--- src/rtl/fetch_buffer_pkg.sv ---
// Shared types for the instruction fetch buffer and the decoder-side packets.
// Holds the default depth and the {inst, pc} entry record.
package fetch_buffer_pkg;

  localparam int FB_DEPTH_DEFAULT = 8;

  typedef struct packed {
    logic [31:0] inst;
    logic [31:0] pc;
  } fb_entry_t;

endpackage

--- src/rtl/fetch_buffer_if.sv ---
// Fetch-side and decode-side signals of the fetch buffer.
// The buffer uses the slave modport; the fetch/decode driver uses master.
interface fetch_buffer_if;
  logic        flush;
  logic        fetch_valid;
  logic        fetch_two;
  logic [31:0] fetch_pc;
  logic [31:0] fetch_inst0;
  logic [31:0] fetch_inst1;
  logic        fetch_ready;
  logic        dec0_valid;
  logic        dec1_valid;
  logic [31:0] dec0_inst;
  logic [31:0] dec0_pc;
  logic [31:0] dec1_inst;
  logic [31:0] dec1_pc;
  logic [1:0]  dec_take;

  modport slave (
    input  flush, fetch_valid, fetch_two, fetch_pc, fetch_inst0, fetch_inst1, dec_take,
    output fetch_ready, dec0_valid, dec1_valid, dec0_inst, dec0_pc, dec1_inst, dec1_pc
  );

  modport master (
    output flush, fetch_valid, fetch_two, fetch_pc, fetch_inst0, fetch_inst1, dec_take,
    input  fetch_ready, dec0_valid, dec1_valid, dec0_inst, dec0_pc, dec1_inst, dec1_pc
  );
endinterface

--- src/rtl/fetch_buffer.sv ---
// Two-wide instruction fetch buffer: a circular queue of {inst, pc} entries
// filled by up to two fetched instructions per cycle and drained by two decode lanes.
module fetch_buffer
  import fetch_buffer_pkg::*;
#(
  parameter int DEPTH = FB_DEPTH_DEFAULT
) (
  input  logic           clk,
  input  logic           rst,
  fetch_buffer_if.slave  fb
);

  localparam int AW = $clog2(DEPTH);
  localparam int CW = AW + 1;

  logic [AW-1:0] head_q, head_d;
  logic [AW-1:0] tail_q, tail_d;
  logic [CW-1:0] count_q, count_d;
  fb_entry_t     mem_q [DEPTH];

  logic          enq;
  logic [1:0]    enq_n;
  logic [AW-1:0] head_p1;
  logic [AW-1:0] tail_p1;

  // Ready looks only at the registered count, so a same-cycle dequeue never
  // makes room for a same-cycle enqueue.
  assign fb.fetch_ready = (count_q <= CW'(DEPTH - 2));

  assign enq     = fb.fetch_valid && fb.fetch_ready && !fb.flush;
  assign enq_n   = enq ? (fb.fetch_two ? 2'd2 : 2'd1) : 2'd0;
  assign head_p1 = head_q + AW'(1);
  assign tail_p1 = tail_q + AW'(1);

  always_comb begin
    head_d  = head_q + AW'(fb.dec_take);
    tail_d  = tail_q + AW'(enq_n);
    count_d = count_q - CW'(fb.dec_take) + CW'(enq_n);
    if (fb.flush) begin
      head_d  = '0;
      tail_d  = '0;
      count_d = '0;
    end
  end

  always_ff @(posedge clk) begin
    if (rst) begin
      head_q  <= '0;
      tail_q  <= '0;
      count_q <= '0;
    end else begin
      head_q  <= head_d;
      tail_q  <= tail_d;
      count_q <= count_d;
    end
  end

  // NOTE: the entry array has no reset; head/tail/count alone decide which entries are live.
  always_ff @(posedge clk) begin
    if (enq && !rst) begin
      mem_q[tail_q] <= '{inst: fb.fetch_inst0, pc: fb.fetch_pc};
      if (fb.fetch_two) begin
        mem_q[tail_p1] <= '{inst: fb.fetch_inst1, pc: fb.fetch_pc + 32'd4};
      end
    end
  end

  assign fb.dec0_valid = (count_q >= CW'(1));
  assign fb.dec1_valid = (count_q >= CW'(2));
  assign fb.dec0_inst  = mem_q[head_q].inst;
  assign fb.dec0_pc    = mem_q[head_q].pc;
  assign fb.dec1_inst  = mem_q[head_p1].inst;
  assign fb.dec1_pc    = mem_q[head_p1].pc;

  // Decode may never take more entries than are presented, and never three.
  a_dec_take_legal : assert property (
    @(posedge clk) disable iff (rst)
    (fb.dec_take != 2'b11) && (CW'(fb.dec_take) <= count_q)
  );

endmodule

--- src/flat_wrapper.sv ---
// flat-port wrapper written by rule: the top's interface ports become plain ports
module fetch_buffer_flat import fetch_buffer_pkg::*;
#(
  parameter int DEPTH = FB_DEPTH_DEFAULT
)
  (clk, rst, fb_flush, fb_fetch_valid, fb_fetch_two, fb_fetch_pc, fb_fetch_inst0, fb_fetch_inst1, fb_dec_take, fb_fetch_ready, fb_dec0_valid, fb_dec1_valid, fb_dec0_inst, fb_dec0_pc, fb_dec1_inst, fb_dec1_pc);
  fetch_buffer_if fb_i ();
  input  logic clk;
  input  logic rst;
  input wire logic [$bits(fb_i.flush)-1:0] fb_flush;
  input wire logic [$bits(fb_i.fetch_valid)-1:0] fb_fetch_valid;
  input wire logic [$bits(fb_i.fetch_two)-1:0] fb_fetch_two;
  input wire logic [$bits(fb_i.fetch_pc)-1:0] fb_fetch_pc;
  input wire logic [$bits(fb_i.fetch_inst0)-1:0] fb_fetch_inst0;
  input wire logic [$bits(fb_i.fetch_inst1)-1:0] fb_fetch_inst1;
  input wire logic [$bits(fb_i.dec_take)-1:0] fb_dec_take;
  output wire logic [$bits(fb_i.fetch_ready)-1:0] fb_fetch_ready;
  output wire logic [$bits(fb_i.dec0_valid)-1:0] fb_dec0_valid;
  output wire logic [$bits(fb_i.dec1_valid)-1:0] fb_dec1_valid;
  output wire logic [$bits(fb_i.dec0_inst)-1:0] fb_dec0_inst;
  output wire logic [$bits(fb_i.dec0_pc)-1:0] fb_dec0_pc;
  output wire logic [$bits(fb_i.dec1_inst)-1:0] fb_dec1_inst;
  output wire logic [$bits(fb_i.dec1_pc)-1:0] fb_dec1_pc;
  assign fb_i.flush = fb_flush;
  assign fb_i.fetch_valid = fb_fetch_valid;
  assign fb_i.fetch_two = fb_fetch_two;
  assign fb_i.fetch_pc = fb_fetch_pc;
  assign fb_i.fetch_inst0 = fb_fetch_inst0;
  assign fb_i.fetch_inst1 = fb_fetch_inst1;
  assign fb_i.dec_take = fb_dec_take;
  assign fb_fetch_ready = fb_i.fetch_ready;
  assign fb_dec0_valid = fb_i.dec0_valid;
  assign fb_dec1_valid = fb_i.dec1_valid;
  assign fb_dec0_inst = fb_i.dec0_inst;
  assign fb_dec0_pc = fb_i.dec0_pc;
  assign fb_dec1_inst = fb_i.dec1_inst;
  assign fb_dec1_pc = fb_i.dec1_pc;
  fetch_buffer #(.DEPTH(DEPTH)) u_core (.clk(clk), .rst(rst), .fb(fb_i));
endmodule
--- config.mk ---
export PLATFORM = sky130hd
export DESIGN_NAME = fetch_buffer_flat
export DESIGN_NICKNAME = d
export VERILOG_FILES = /design/src/rtl/fetch_buffer_pkg.sv /design/src/rtl/fetch_buffer_if.sv /design/src/rtl/fetch_buffer.sv /design/src/flat_wrapper.sv
export SDC_FILE = /design/constraint.sdc
export NUM_CORES = 1
export LEC_CHECK = 0
export ABC_CLOCK_PERIOD_IN_PS = 23000
export CAP_MARGIN = 25
export CORE_ASPECT_RATIO = 1.75
export CORE_UTILIZATION = 50
export DETAILED_ROUTE_END_ITERATION = 10
export PLACE_DENSITY = 0.7
export SETUP_SLACK_MARGIN = 0.5
export SLEW_MARGIN = 20
export SYNTH_ARGS = -nofsm -noshare
export SYNTH_HDL_FRONTEND = slang
export SYNTH_SLANG_ARGS = --single-unit
--- constraint.sdc ---
create_clock -name clk -period 23 [get_ports clk]
set_input_delay 2.3 -clock clk [delete_from_list [all_inputs] [get_ports clk]]
set_output_delay 2.3 -clock clk [all_outputs]
set_load 0.005 [all_outputs]
==> results of run 1 <==
-- cell families after synthesis --
kind of cell	after synthesis	synth area share [%]
buffers and inverters	266	3.67
flip-flops	522	50.5
AO/OA/AOI/OAI	13	0.292
AND/OR/NAND/NOR	1131	14.6
adder cells (fa/ha/maj)	16	0.747
multiplexers	384	23.4
XOR/XNOR	239	6.79
-- layer usage --
metal / global-route usage (%) / share of wire, % / vias to the layer above
met4: 17.2 / 5.4 / 6
met1: 36.7 / 34 / 10900
met5: 0 / 0.035 / -
met2: 55.0 / 52 / 1325
met3: 4.42 / 8.8 / 298
li1: - / - / 9220
-- final cells by class --
class	instances	area [sq um]	share of cell area, %
clock inverter	19	191	0.541
clock buffer	69	1390	3.92
antenna	5	12.5	0.0354
tap	793	992	2.81
inverter	15	56.3	0.159
multi-input combinational	1783	14400	40.7
timing repair buffer	274	2760	7.79
sequential	522	15600	44.1
-- sequential cells by signal, indices dropped and copies added (netlist names) --
signal	count
u_core.mem_q	512
u_core.count_q	4
u_core.head_q	3
u_core.tail_q	3
-- how the worst max path moves through the flow --
stage                                start                           end  cells past startpoint
2_1_floorplan                     fb_flush  u_core.mem_q[0][0]$_DFFE_PP_                      3
3_3_place_gp   u_core.head_q[1]$_SDFF_PP0_              fb_dec1_inst[29]                      5
3_5_place_dp   u_core.head_q[1]$_SDFF_PP0_              fb_dec1_inst[29]                      5
4_1_cts        u_core.head_q[1]$_SDFF_PP0_              fb_dec1_inst[29]                      5
5_1_grt        u_core.head_q[1]$_SDFF_PP0_                fb_dec1_pc[31]                      6
6_report       u_core.head_q[1]$_SDFF_PP0_              fb_dec1_inst[29]                      6
-- worst register-to-register path: stages (launching register included) --
cell,delay [ns]
dfxtp_1,0.59
ha_1,0.38
nor4b_1,0.86
nand3_1,0.52
nor2_4,0.95
buf_4,0.61
nand2_1,0.16
xnor2_1,0.15
-- power groups by stage --
stage / Combinational, mW / Sequential [mW] / Clock, mW
after global placement: 0.305 / 1.09 / 0
after CTS: 0.313 / 1.07 / 0.830
after floorplan: 0.190 / 1.08 / 0
after global routing: 0.335 / 1.06 / 0.860
after detailed placement: 0.310 / 1.09 / 0
final: 0.314 / 1.06 / 0.829
-- stage by stage --
stage	total power, mW	cells	util [%]	setup WS, ns
3_5_place_dp	1.40	3380	55.0	16.42
5_1_grt	2.26	3479	57.9	15.83
3_3_place_gp	1.39	3379	55.0	16.44
4_1_cts	2.21	3468	57.6	15.81
6_report	2.21	3480	57.9	15.99
2_1_floorplan	1.27	2571	-	13.15
-- placed cells by master, fill, tap and decap left out, types with 3 or more instances in the layout --
master	Yosys	final
nand2_1	942	938
edfxtp_1	512	512
mux4_2	256	256
clkdlybuf4s50_1	0	233
xnor2_1	155	155
mux2_2	128	128
nor2_1	98	90
xor2_1	84	83
clkbuf_16	0	53
buf_4	15	31
nand3_1	33	29
clkbuf_1	129	16
inv_1	14	14
nor3_1	13	13
ha_1	12	11
clkinv_1	0	9
and2_1	8	8
nor2_4	0	8
nor2_2	8	8
dfxtp_1	10	7
diode_2	0	5
nor4_2	4	5
and3_1	4	4
nand2_4	0	4
nand4_1	4	4
nand3_4	0	4
o31ai_4	0	4
fa_1	4	4
bufinv_16	0	4
buf_16	0	4
clkinvlp_4	0	3
clkinv_2	0	3
buf_12	0	3
dfxtp_4	0	3
==> qor.txt, run 1 <==
status = completed
worst path arrival time = 4.71 ns
CTS tree = built
Final HPWL DP = 57.8 mm
Synth top cells by count = nand2_1, edfxtp_1, mux4_2
Via-to-Cell Ratio = 6.25
vias in the first global route = 22400
Flop pwr share = 48.2%
Worst Path Max Fanout = 66
skew final = 0.0103 ns
Synth warnings = 0
Std-Cell Rows = 120
Comb power frac = 14.2%
fin crit share = 30.5%
worst min path class = flop to flop
clock root buffer = clkbuf_16
r2r setup slk = 18.50 ns
RR Startpoint = u_core.tail_q[1]$_SDFF_PP0_
die area = 62700 sq um
Worst Tran Pin Value = 1.10 ns
core area = 61100 sq um
DRC Markers = 0
Initial Util = 50.4%
synth-to-layout area growth = 14.8%
Inserted Clock Buffers = 50
first-pass detailed-route iteration total = 5
critical hold path startpoint = u_core.count_q[3]$_SDFF_PP0_
Synth Flop Type = edfxtp_1
final slew viol count = 0
crit end category = primary output
mapped cell area = 30800 sq um
design area = 35400 sq um
Port-buffer cells = 233
GR Util All Layers = 31.2%
share of the synthesized area in the top cell type = 49.9%
clock-pin slew on the worst setup and hold paths = 0.06 ns
gr ovfl total = 0
Tmin final = 7.01 ns
Unique masters post-synth = 45
maximum clock insertion buffer count = 3
most frequent cell after synthesis = nand2_1
nets = 2765
first-pass GRT wire length = 142 mm
number of enable flip-flop cells after synthesis = 512
WHS = 0.737 ns
Via Count = 21700
Synth Area per Inst = 12.0 sq um
sequential area share after synthesis = 50.5%
max-cap viol count = 0
cell internal pwr = 1.68 mW
CTS resizes = 0
wire per inst = 27.8 microns
layout cells sized above 1 = 20.1%
clock share of power = 37.6%
die span in y = 330 microns
Worst path slowest cell = buf_4
drt initial violations = 2394
Yosys top cell by area = edfxtp_1
headroom to the max-slew limit = 26.6%
Area after DPL = 33600 sq um
crit-path max cell delay = 0.99 ns
Pwr Density = 62.4 nW/um^2
cells along the critical path = buf_12, ha_4, buf_4, mux4_2, mux2_2, clkdlybuf4s50_1
#FFs+latches synth = 522
H-tree Lvls = 2
IO Pins = 234
RSZ-0062 raised after global routing = no
top post-synthesis cells by area = edfxtp_1, mux4_2, nand2_1
Synth Net Count = 2690
Routed WL = 96.7 mm
worst reg2reg endpoint = u_core.mem_q[1][15]$_DFFE_PP_
final-layout fill cell count = 4800
maximum VDD drop = 0.0581 mV
setup bufs post-CTS = 0
Hold EP = u_core.count_q[3]$_SDFF_PP0_
Worst Hold Depth = 4
critical path start-end classification = flop to primary output
initial antenna violation count = 7
Antenna Nets Post-Route = 0
Placer Congestion = 0.843
clock latency on the worst-skew pair = 0.58 ns
worst endpoint required time = 20.70 ns
Post-synth ARST share = 0%
# hold bufs at CTS = 0
Setup Viol. Count Final = 0
CTS sink count = 522
sw frac = 23.7%
Net Switching = 524 uW
Mapped Cells = 2571
Achievable Freq = 143 MHz
largest net degree at the start of global routing = 149
Chip Width = 190 microns
Top delay family on crit path = buffers and inverters
CP bufs+invs = 3
Fin. Hold Viols = 0
leakage = 12.0 nW
Startpoint Class = flop
R2R cell count = 7
Sum Neg Setup Slack = 0 ns
Power figures use the tool's default switching activity.
==> run 2, diff against run 1 <==
Settings changed: ABC_CLOCK_PERIOD_IN_PS 23000 to 6700.
Clock period 23 ns to 6.7 ns, I/O delays scaled along.
==> qor.txt, run 2 (same netlist as run 1, synthesis figures left out) <==
met2 Use GR = 52.3% (was 55.0%)
critical hold path startpoint = u_core.count_q[3]$_SDFF_PP0_ (unchanged)
Fin. Hold Viols = 0 (unchanged)
Place WS = 2.28 ns (was 16.42 ns)
grt met1 use = 36.7% (about the same)
r2r setup slk = 2.80 ns (was 18.50 ns)
Inserted Clock Buffers = 48 (was 50)
worst setup margin = 1.76 ns (was 15.99 ns)
CTS tree = built (unchanged)
CTS resizes = 0 (unchanged)
H-tree Lvls = 2 (unchanged)
core area = 61100 sq um (unchanged)
R2R cell count = 7 (unchanged)
fin crit share = 73.8%
Startpoint Class = flop (unchanged)
synth-to-layout area growth = 15.5% (was 14.8%)
Core Util, Final = 58.2% (was 57.9%)
critical path start-end classification = flop to primary output (unchanged)
layout cells sized above 1 = 20.7% (was 20.1%)
clock root buffer = clkbuf_16 (unchanged)
Placer Congestion = 0.821 (was 0.843)
DRC Markers = 0 (unchanged)
maximum VDD drop = 0.194 mV (was 0.0581 mV)
Routed WL = 93.6 mm (was 96.7 mm)
met3 Usage GRT = 4.09% (was 4.42%)
Chip Width = 190 microns (unchanged)
worst min path class = flop to flop (unchanged)
RSZ-0062 raised after global routing = no (unchanged)
most flop-heavy register = u_core.mem_q (unchanged)
max reg flops = 512 (unchanged)
Setup Viol. Count Final = 0 (unchanged)
WHS = 0.743 ns (was 0.737 ns)
# hold bufs at CTS = 0 (unchanged)
most frequent cells in the layout = nand2_1, edfxtp_1, mux4_2 (unchanged)
Antenna Nets Post-Route = 0 (unchanged)
most common cell after layout, fill and taps aside = nand2_1 (unchanged)
drt initial violations = 2474 (was 2394)
Port-buffer cells = 233 (unchanged)
Worst Path Max Fanout = 36 (was 66)
GR Util All Layers = 30.2% (was 31.2%)
clock latency on the worst-skew pair = 0.62 ns (was 0.58 ns)
CP Launch Point = u_core.head_q[1]$_SDFF_PP0_ (unchanged)
first-pass GRT wire length = 138 mm (was 142 mm)
final slew viol count = 0 (unchanged)
worst endpoint required time = 6.03 ns (was 20.70 ns)
worst path arrival time = 4.27 ns (was 4.71 ns)
total power = 7.66 mW (was 2.21 mW)
Area after DPL = 33800 sq um (was 33600 sq um)
RR Startpoint = u_core.tail_q[1]$_SDFF_PP0_ (unchanged)
cell count after placement = 3395 (was 3380)
max-cap viol count = 0 (unchanged)
Worst Tran Pin Value = 1.06 ns (was 1.10 ns)
busiest grt layer = met2 (unchanged)
Via Count = 21800 (was 21700)
final-layout fill cell count = 4684 (was 4800)
Largest regs = u_core.mem_q (512), u_core.count_q (4) (unchanged)
clock-pin slew on the worst setup and hold paths = 0.07 ns (was 0.06 ns)
crit end category = primary output (unchanged)
largest net degree at the start of global routing = 128 (was 149)
gr ovfl total = 0 (unchanged)
wire per inst = 26.8 microns (was 27.8 microns)
Achievable Freq = 202 MHz
maximum clock insertion buffer count = 3 (unchanged)
status = completed (unchanged)
Setup crit end = fb_dec0_inst[20] (was fb_dec1_inst[29])
Tmin final = 4.94 ns
leakage = 12.1 nW (was 12.0 nW)
die area = 62700 sq um (unchanged)
skew final = 0.0337 ns (was 0.0103 ns)
Final HPWL DP = 55.2 mm (was 57.8 mm)
design area = 35600 sq um (was 35400 sq um)
Pwr Density = 215 nW/um^2 (was 62.4 nW/um^2)
setup bufs post-CTS = 0 (unchanged)
nets = 2774 (was 2765)
worst reg2reg endpoint = u_core.mem_q[1][13]$_DFFE_PP_ (was u_core.mem_q[1][15]$_DFFE_PP_)
Sum Neg Setup Slack = 0 ns (unchanged)
Std-Cell Rows = 120 (unchanged)
Via-to-Cell Ratio = 6.25 (about the same)
initial antenna violation count = 11 (was 7)
headroom to the max-slew limit = 29.4% (was 26.6%)
IO Pins = 234 (unchanged)
Post-Layout Cell Count = 3494 (was 3480)
vias in the first global route = 22300 (was 22400)
first-pass detailed-route iteration total = 5 (unchanged)
CTS sink count = 522 (unchanged)
Initial Util = 50.4% (unchanged)
die span in y = 330 microns (unchanged)
[run 2: cell types whose count changed in the layout (fill, tap and decap cells not counted), sizes merged]
cell      change
clkbuf       -17
inv           +2
clkinvlp      -1
bufinv        +5
clkinv       +12
diode         +2
buf          +11
[run 2: worst min path at each step]
stage                                         endpoint  slack [ns]  cells past startpoint
after floorplan            u_core.head_q[0]$_SDFF_PP0_        0.57                      2
after CTS                 u_core.count_q[3]$_SDFF_PP0_        0.76                      4
after global routing      u_core.count_q[3]$_SDFF_PP0_        0.79                      4
final                     u_core.count_q[3]$_SDFF_PP0_        0.74                      4
after detailed placement  u_core.count_q[3]$_SDFF_PP0_        0.72                      4
after global placement    u_core.count_q[3]$_SDFF_PP0_        0.69                      4
[run 2: where the power goes]
group | leakage (nW) | switching (mW) | total, mW | internal [mW]
Combinational | 6.60 | 0.497 | 1.06 | 0.560
Clock | 0.805 | 1.27 | 2.95 | 1.68
Sequential | 4.70 | 0.0332 | 3.65 | 3.62
[run 2: worst max-delay path, stage by stage (launching register included)]
cell	delay (ns)
dfxtp_4	0.92
buf_4	0.73
buf_4	0.63
mux4_2	0.58
mux2_2	0.33
clkdlybuf4s50_1	0.47
[run 2: final cells by class]
cell class	count	area, sq um	share of cell area, %
timing repair buffer	285	2890	8.13
inverter	15	56.3	0.158
multi-input combinational	1783	14400	40.4
tap	793	992	2.79
clock buffer	52	1240	3.48
clock inverter	37	413	1.16
antenna	7	17.5	0.0492
sequential	522	15600	43.8
[run 2: layer usage]
metal,part of all wire [%],vias to the layer above
li1,-,9240
met1,35,10900
met2,51,1369
met3,8.8,308
met4,5.2,8
met5,0.056,-
